==> src/rtl/tx_burst_driver_if.sv <==
// Handshake bundle between the pulse generator and the H-bridge gate-drive stage.
// The master side is the pulse generator; the slave side is the burst driver.
interface tx_burst_driver_if;
  logic in;
  logic in_en;
  logic fault_clear;
  logic drv_p;
  logic drv_n;
  logic drv_en;
  logic fault;
  logic burst_dropped;

  modport master (
    output in, in_en, fault_clear,
    input  drv_p, drv_n, drv_en, fault, burst_dropped
  );

  modport slave (
    input  in, in_en, fault_clear,
    output drv_p, drv_n, drv_en, fault, burst_dropped
  );
endinterface

==> src/rtl/tx_burst_driver.sv <==
// Complementary, dead-time-protected H-bridge gate drive with a burst-length limit,
// a latching over-length fault and an enforced idle gap between bursts.
module tx_burst_driver #(
  parameter int DEAD_CYCLES       = 1,
  parameter int MAX_ACTIVE_CYCLES = 128,
  parameter int MIN_IDLE_CYCLES   = 81
) (
  input  logic               clk,
  input  logic               n_reset,
  tx_burst_driver_if.slave   bus
);

  localparam int ACT_W  = $clog2(MAX_ACTIVE_CYCLES + 1);
  localparam int DEAD_W = $clog2(DEAD_CYCLES + 1);
  localparam int IDLE_W = $clog2(MIN_IDLE_CYCLES + 1);

  localparam logic [ACT_W-1:0]  ACT_MAX   = ACT_W'(MAX_ACTIVE_CYCLES);
  localparam logic [ACT_W-1:0]  ACT_LAST  = ACT_W'(MAX_ACTIVE_CYCLES - 1);
  localparam logic [DEAD_W-1:0] DEAD_LAST = DEAD_W'(DEAD_CYCLES - 1);
  localparam logic [IDLE_W-1:0] IDLE_LAST = IDLE_W'(MIN_IDLE_CYCLES - 1);

  typedef enum logic [2:0] {
    IDLE,
    ON_P,
    ON_N,
    DEAD,
    COOLDOWN,
    FAULT
  } state_t;

  state_t             state;
  state_t             nxt;
  logic [ACT_W-1:0]   act_cnt;
  logic [DEAD_W-1:0]  dead_cnt;
  logic [IDLE_W-1:0]  idle_cnt;
  logic               ending;
  logic               in_en_q;
  logic               act_hit;

  // The next active cycle would exceed the burst limit while the burst is still requested.
  assign act_hit = (act_cnt == ACT_LAST) && bus.in_en;

  always_comb begin
    // NOTE: default first so every path assigns nxt and no latch is inferred.
    nxt = state;
    unique case (state)
      IDLE: begin
        if (bus.in_en) nxt = bus.in ? ON_P : ON_N;
      end
      ON_P: begin
        if (act_hit)                     nxt = FAULT;
        else if (!bus.in_en || !bus.in)  nxt = DEAD;
      end
      ON_N: begin
        if (act_hit)                     nxt = FAULT;
        else if (!bus.in_en || bus.in)   nxt = DEAD;
      end
      DEAD: begin
        if (act_hit) begin
          nxt = FAULT;
        end else if (dead_cnt == DEAD_LAST) begin
          if (ending || !bus.in_en) nxt = COOLDOWN;
          else                      nxt = bus.in ? ON_P : ON_N;
        end
      end
      COOLDOWN: begin
        if (idle_cnt == IDLE_LAST) nxt = IDLE;
      end
      FAULT: begin
        if (bus.fault_clear && !bus.in_en) nxt = COOLDOWN;
      end
      default: nxt = IDLE;
    endcase
  end

  always_ff @(posedge clk) begin
    if (!n_reset) begin
      state             <= IDLE;
      act_cnt           <= '0;
      dead_cnt          <= '0;
      idle_cnt          <= '0;
      ending            <= 1'b0;
      in_en_q           <= 1'b0;
      bus.drv_p         <= 1'b0;
      bus.drv_n         <= 1'b0;
      bus.drv_en        <= 1'b0;
      bus.fault         <= 1'b0;
      bus.burst_dropped <= 1'b0;
    end else begin
      // NOTE: non-blocking throughout, so every register sees pre-edge values.
      state   <= nxt;
      in_en_q <= bus.in_en;

      if (state == IDLE)
        act_cnt <= '0;
      else if ((state inside {ON_P, ON_N, DEAD}) && (act_cnt != ACT_MAX))
        act_cnt <= act_cnt + 1'b1;

      if (state != DEAD)
        dead_cnt <= '0;
      else if (dead_cnt != DEAD_LAST)
        dead_cnt <= dead_cnt + 1'b1;

      if (state != COOLDOWN)
        idle_cnt <= '0;
      else if (idle_cnt != IDLE_LAST)
        idle_cnt <= idle_cnt + 1'b1;

      // Remember whether DEAD was entered because the burst ended.
      if (state inside {ON_P, ON_N})
        ending <= !bus.in_en;

      bus.drv_p         <= (nxt == ON_P);
      bus.drv_n         <= (nxt == ON_N);
      bus.drv_en        <= (nxt inside {ON_P, ON_N, DEAD});
      bus.fault         <= (nxt == FAULT);
      bus.burst_dropped <= bus.in_en && !in_en_q && (state inside {COOLDOWN, FAULT});
    end
  end

endmodule

==> src/flat_wrapper.sv <==
// flat-port wrapper written by rule: the top's interface ports become plain ports
module tx_burst_driver_flat 
#(
  parameter int DEAD_CYCLES       = 1,
  parameter int MAX_ACTIVE_CYCLES = 128,
  parameter int MIN_IDLE_CYCLES   = 81
)
  (clk, n_reset, bus_in, bus_in_en, bus_fault_clear, bus_drv_p, bus_drv_n, bus_drv_en, bus_fault, bus_burst_dropped);
  tx_burst_driver_if bus_i ();
  input  logic clk;
  input  logic n_reset;
  input wire logic [$bits(bus_i.in)-1:0] bus_in;
  input wire logic [$bits(bus_i.in_en)-1:0] bus_in_en;
  input wire logic [$bits(bus_i.fault_clear)-1:0] bus_fault_clear;
  output wire logic [$bits(bus_i.drv_p)-1:0] bus_drv_p;
  output wire logic [$bits(bus_i.drv_n)-1:0] bus_drv_n;
  output wire logic [$bits(bus_i.drv_en)-1:0] bus_drv_en;
  output wire logic [$bits(bus_i.fault)-1:0] bus_fault;
  output wire logic [$bits(bus_i.burst_dropped)-1:0] bus_burst_dropped;
  assign bus_i.in = bus_in;
  assign bus_i.in_en = bus_in_en;
  assign bus_i.fault_clear = bus_fault_clear;
  assign bus_drv_p = bus_i.drv_p;
  assign bus_drv_n = bus_i.drv_n;
  assign bus_drv_en = bus_i.drv_en;
  assign bus_fault = bus_i.fault;
  assign bus_burst_dropped = bus_i.burst_dropped;
  tx_burst_driver #(.DEAD_CYCLES(DEAD_CYCLES), .MAX_ACTIVE_CYCLES(MAX_ACTIVE_CYCLES), .MIN_IDLE_CYCLES(MIN_IDLE_CYCLES)) u_core (.clk(clk), .n_reset(n_reset), .bus(bus_i));
endmodule
==> config.mk <==
export PLATFORM = sky130hd
export DESIGN_NAME = tx_burst_driver_flat
export DESIGN_NICKNAME = d
export VERILOG_FILES = /design/src/rtl/tx_burst_driver_if.sv /design/src/rtl/tx_burst_driver.sv /design/src/flat_wrapper.sv
export SDC_FILE = /design/constraint.sdc
export NUM_CORES = 1
export LEC_CHECK = 0
export ABC_AREA = 1
export BUFFER_PORTS_ARGS = -buffer_cell sky130_fd_sc_hd__buf_2
export CAP_MARGIN = 20
export CORE_UTILIZATION = 50
export DETAILED_ROUTE_END_ITERATION = 8
export PLACE_DENSITY_LB_ADDON = 0.05
export SLEW_MARGIN = 40
export SYNTH_ARGS = -nofsm -noshare
export SYNTH_HDL_FRONTEND = slang
export SYNTH_SLANG_ARGS = --single-unit
==> constraint.sdc <==
create_clock -name clk -period 1.5 [get_ports clk]
set_clock_uncertainty 0.05 [all_clocks]
set_input_delay 0.3 -clock clk [delete_from_list [all_inputs] [get_ports clk]]
set_output_delay 0.3 -clock clk [all_outputs]
set_load 0.01 [all_outputs]
# Word-level counts from Yosys, hierarchy flattened
# Index checks and enable logic that the tools add are counted.
[totals] ff_bits=26 input_bits=5 output_inout_bits=5 wordCells=62
[classes] add_sub_neg=3 eq_ne=15 muxes=12 bitwise=2 n_reduce_logical=19
[op_table] op="$mux 3" count=10
[op_table] op="$pmux 3 s6" count=1
[op_table] op="$eq 3x2->1 const B" count=4
[op_table] op="$eq 3x3->1 const B" count=3
[op_table] op="$add 8x1->8 const B" count=1
[op_table] op="$eq 8x7->1 const B" count=1
[op_table] op="$ne 8x8->1 const B" count=1
[op_table] op="$add 7x1->7 const B" count=1
[op_table] op="$eq 7x7->1 const B" count=1
[op_table] op="$ne 7x7->1 const B" count=1
[op_table] op="$eq 3x1->1 const B" count=2
[op_table] op="$reduce_bool 3->1" count=2
[op_table] op="$logic_and 1x1->1" count=5
[op_table] op="$reduce_bool 2->1" count=2
[op_table] op="$reduce_or 2->1" count=2
[op_table] op="$logic_not 1->1" count=3
[op_table] op="$logic_not 3->1" count=1
[op_table] op="$logic_or 1x1->1" count=3
[op_table] op="$ne 3x2->1 const B" count=1
[op_table] op="$ne 3x3->1 const B" count=1
[op_table] op="$reduce_or 3->1" count=1
[op_table] op="$mux 2" count=1
[op_table] op="$not 1->1" count=2
[op_table] op="$add 1x1->1 const B" count=1

# Longest topological paths before layout
[logic_depth] depth_word=8 mapped_depth=9 ltp_nobuf=9

# Least setup slack after synthesis
# No wires, ideal clock.
[synth_timing] kind="reg-to-reg" startpoint="register u_core.act_cnt[0]" endpoint="register u_core.bus.drv_p" setup_time_ns=0.062 arrival_ns=1.163 t_required_ns=1.388 slack_ns=0.225 path_stages_with_launch=9 path_buffers=0 period_less_slack_ns=1.275 cell_sequence="dfxtp_1 > ha_1 > nand3_1 > inv_1 > nand3_1 > nand3_1 > nand3_1 > nand2b_1 > nor2_2"
[synth_via] elab_chain_len=5 elab_cells_between_ends=7 cone_classes="eq/ne (2); mux (4); reduce/logical (1)"
[synth_rtl] element="from (decl)" line="tx_burst_driver.sv:33" rtl="logic [ACT_W-1:0] act_cnt;"
[synth_rtl] element="from (signal assigned)" line="tx_burst_driver.sv:97" rtl="act_cnt <= act_cnt + 1'b1;"
[synth_rtl] element="$eq 8x7->1 (*)" line="tx_burst_driver.sv:41" rtl="assign act_hit = (act_cnt == ACT_LAST) && bus.in_en;"
[synth_rtl] element="$logic_and 1x1->1 (*)" line="tx_burst_driver.sv:41"
[synth_rtl] element="$mux 3, on equally long branches" line="tx_burst_driver.sv:59, tx_burst_driver.sv:51, tx_burst_driver.sv:55"
[synth_rtl] element="$pmux 3 s6 (*)" line="tx_burst_driver.sv:46" rtl="unique case (state)"
[synth_rtl] element="$eq 3x1->1 (*)" line="tx_burst_driver.sv:113" rtl="bus.drv_p <= (nxt == ON_P);"
[synth_rtl] element="to (signal assigned)" line="tx_burst_driver.sv:113"
[synth_rtl] element="to (decl)" line="tx_burst_driver_if.sv:20" rtl="output drv_p, drv_n, drv_en, fault, burst_dropped"
# Mark *: on every way between the ends. The rest lies on a longest branch, timed or not.
# A chain may end at the register's enable or synchronous reset.

# Worst setup path in the final report
[layout_timing] startpoint="register u_core.act_cnt[0]" endpoint="register u_core.bus.drv_en"
[layout_via] elab_chain_len=6 elab_cells_between_ends=10 cone_classes="eq/ne (4); mux (4); reduce/logical (2)"
[layout_rtl] element="$eq 8x7->1 (*)" line="tx_burst_driver.sv:41"
[layout_rtl] element="$logic_and 1x1->1 (*)" line="tx_burst_driver.sv:41"
[layout_rtl] element="$mux 3, on equally long branches" line="tx_burst_driver.sv:59, tx_burst_driver.sv:51, tx_burst_driver.sv:55"
[layout_rtl] element="$pmux 3 s6 (*)" line="tx_burst_driver.sv:46"
[layout_rtl] element="$eq 3x1->1 / $eq 3x2->1 (equally long branches)" line="tx_burst_driver.sv:115" rtl="bus.drv_en <= (nxt inside {ON_P, ON_N, DEAD});"
[layout_rtl] element="$reduce_bool 3->1 (*)" line="tx_burst_driver.sv:115"
[layout_rtl] element="to (signal assigned)" line="tx_burst_driver.sv:115"
[layout_rtl] element="to (decl)" line="tx_burst_driver_if.sv:20"
# Marked as above.

==> summary.md <==
| Metric | Value |
|---|---|
| Status | finished, final reports clean |
| Fillcell total | 234 |
| Largest net degree at the start of global routing | 15 |
| Gpl congestion | 0.9059 |
| Starting Density | 53.98% |
| Reg area | 528.0 um^2 |
| Syn Area/Cell | 7.231 um^2 |
| H-Tree Depth | 1 |
| WL per Instance | 11.55 um |
| Multi-input gate area | 755.7 um^2 |
| Synthesized Nets | 199 |
| Maximum vdd drop | 0.9139 mV |
| Final hold vios | 0 |
| Vias in the first global route | 1073 |
| GR Layer Usage met3 | 3.333% |
| GR Layer Usage met1 | 27.35% |
| Clk_lat worst skew | 320 ps |
| EDFF count, synth | 0 |
| Prevailing post-synth register cell | dfxtp_1 |
| Core area | 2545 um^2 |
| Placed Area | 1460 um^2 |
| HP Class | in -> reg |
| Seq pwr share | 49.9% |
| Die area | 2961 um^2 |
| Synthesized area | 1374 um^2 |
| Grt met2 use | 33.13% |
| Synthesized instance count | 190 |
| Top cells by count, synth | nand2_1, inv_1, dfxtp_1 |
| Initial antenna violation count | 0 |
| Pwr/cell area | 1024 nW/um^2 |
| Tot Pwr | 1.620 mW |
| Count leader, synth | nand2_1 |
| Number of buffers created by CTS | 3 |
| Combinational share of power | 27.9% |
| HP Start | bus_in_en |
| CP Launch Type | register |
| Crit. Startpoint | u_core.act_cnt[0]$_SDFFE_PP0P_ |
| Reg2Reg Setup Slack | 80 ps |
| Finished Cell Area | 1582 um^2 |
| Most Used Layer, Global Route | met2 |
| Critical path type | reg -> reg |
| Vias per cell | 5.114 |
| P_leak | 0.6877 nW |
| Antenna-violating nets left | 0 |
| Antenna diodes | 0 |
| Vias | 1212 |
| DR pass1 iterations | 4 |
| Max Transition Viols Final | 0 |
| Die height | 54.42 um |
| Cell taking the most area after synthesis | dfxtp_1 |
| Worst Reg-to-Reg Cells | 9 |
| Register area share after synthesis | 37.89% |
| Tot GR Track Use | 20.40% |
| Worst EP arrival | 1630 ps |
| Root Driver | clkbuf_4 |
| Psw | 0.5409 mW |
| Initial drt markers | 35 |
| Critical Path Sink Type | register |
| Worst path required time | 1710 ps |
| Fin crit share | 94.55% |
| Reg clk slew, reported paths | 150 ps |
| Net Sw Frac | 33.39% |
| Pint | 1.079 mW |
| # clock sinks | 26 |
| R2R Path Start | u_core.act_cnt[0]$_SDFFE_PP0P_ |
| Fin cells | 237 |
| Final setup vio count | 0 |
| Fmax | 705.1 MHz |
| Post-synth ARST share | 0% |
| Crit-path max FO | 4 |
| # DRC | 0 |
| IO Count | 10 |
| RSZ-0062 raised after global routing | yes |
| Syn. warnings | 0 |
| Num rows | 18 |
| Dpl ws | 62.52 ps |
| #FFs+latches synth | 26 |
| Most area-consuming cells after synthesis | dfxtp_1, nand2_1, inv_1 |
| Nets | 217 |
| Clock tree buffer depth | 2 |
| CTS tree | built |
| Synth cell types | 36 |
| Die width | 54.42 um |
| Inst Count DP | 230 |
| WL final | 2738 um |
| Post-DP HPWL | 2027 um |
| Power share of the clock group | 22.2% |
| Worst r2r dst | u_core.bus.drv_en$_SDFF_PN0_ |
| Grt ovf | 0 |
| CTS Hold Bufs | 0 |
| Area share of the largest cell type after synthesis | 37.89% |
| MaxCap Viol Count | 0 |
| Final Hold Slack | 224.1 ps |
| Critical Path Sink | u_core.bus.drv_en$_SDFF_PN0_ |
| Final Critical Period | 1418 ps |
| Number of buffers added on ports | 9 |
| Fraction of layout cells with a size suffix above 1 | 28.02% |
| Area growth, synth to finish | 15.12% |
| Final WS setup | 81.72 ps |
| Global-route wire length before repair | 4416 um |
worst max-delay path, stage by stage, from the launching register on:
cell     delay [ps]
dfxtp_4         400
ha_4            140
nand3_2          80
nor2_2          130
nand2_1          90
nand2_1          80
nand2_1          80
nand3_4         110
nand2_2          70
a21oi_2         120
sequential cells by signal (all words and copies together) (netlist names):
name and cells:
u_core.idle_cnt 7, u_core.bus.drv_p 1, u_core.dead_cnt 1, u_core.act_cnt 8, u_core.in_en_q 1, u_core.bus.burst_dropped 1
u_core.bus.drv_n 1, u_core.ending 1, u_core.state 3, u_core.bus.fault 1, u_core.bus.drv_en 1
what timing repair did:
action                                  CTS  global route
endpoints found under the setup margin    0            11
gates resized for setup                   0            17
setup buffers                             0             3
layout by cell type, fill, tap and decap left out, types with 5 or more instances in the layout:
| master | n |
|---|---|
| a21oi_1 | 13 |
| buf_2 | 9 |
| buf_4 | 6 |
| dfxtp_1 | 22 |
| inv_1 | 26 |
| inv_2 | 8 |
| nand2_1 | 29 |
| nand2_2 | 6 |
| nand3_1 | 11 |
| nor2_1 | 21 |
| o21ai_0 | 5 |
cell families (layout without fill, tap and decap cells):
group,Yosys count,in the layout,share of synthesized area (%)
fa+ha+maj,4,4,3.643
compound gates,28,28,12.11
buf+inv,37,54,11.11
flops,26,26,37.89
simple gates,91,91,33.06
xor+xnor,3,3,1.913
other cells,1,1,0.2730
stage by stage:
stage | setup TNS, ps | util (%)
2_1_floorplan | 0 | -
3_5_place_dp | 0 | 57.37
3_3_place_gp | 0 | 57.37
4_1_cts | 0 | 58.80
5_1_grt | -54.17 | 62.14
6_report | 0 | 62.14
power by group through the flow:
stage / combinational (mW) / sequential [mW] / clock [mW]
after floorplan: 0.325 / 0.806 / 0
after global routing: 0.508 / 0.816 / 0.389
after detailed placement: 0.421 / 0.813 / 0
after CTS: 0.424 / 0.799 / 0.372
final: 0.452 / 0.808 / 0.360
after global placement: 0.416 / 0.814 / 0
cell type report:
type                    instances  area share [%]
flip-flops and latches         26           33.39
well taps                      30           2.373
repair buffers                 15           5.696
inverters                      35           8.465
clock buffers                   4           2.294
multi-input cells             127           47.78
metal layers:
metal  routed length (um)  vias to the layer above  share of wire (%)
met5                    0                        -                  0
met4                   39                        0                1.4
met3                   82                        4                3.0
met2                 1232                       25                 45
met1                 1384                      550                 51
li1                     -                      633                  -
worst min path at each step:
stage,endpoint,slack [ps],cells after the start
after CTS,u_core.ending$_SDFFE_PN0P_,210,2
after global placement,u_core.bus.burst_dropped$_SDFF_PN0_,340,1
final,u_core.ending$_SDFFE_PN0P_,220,2
after global routing,u_core.ending$_SDFFE_PN0P_,220,2
after detailed placement,u_core.bus.burst_dropped$_SDFF_PN0_,340,1
after floorplan,u_core.bus.burst_dropped$_SDFF_PN0_,330,1
No activity file was read; power rests on OpenSTA's default activity.
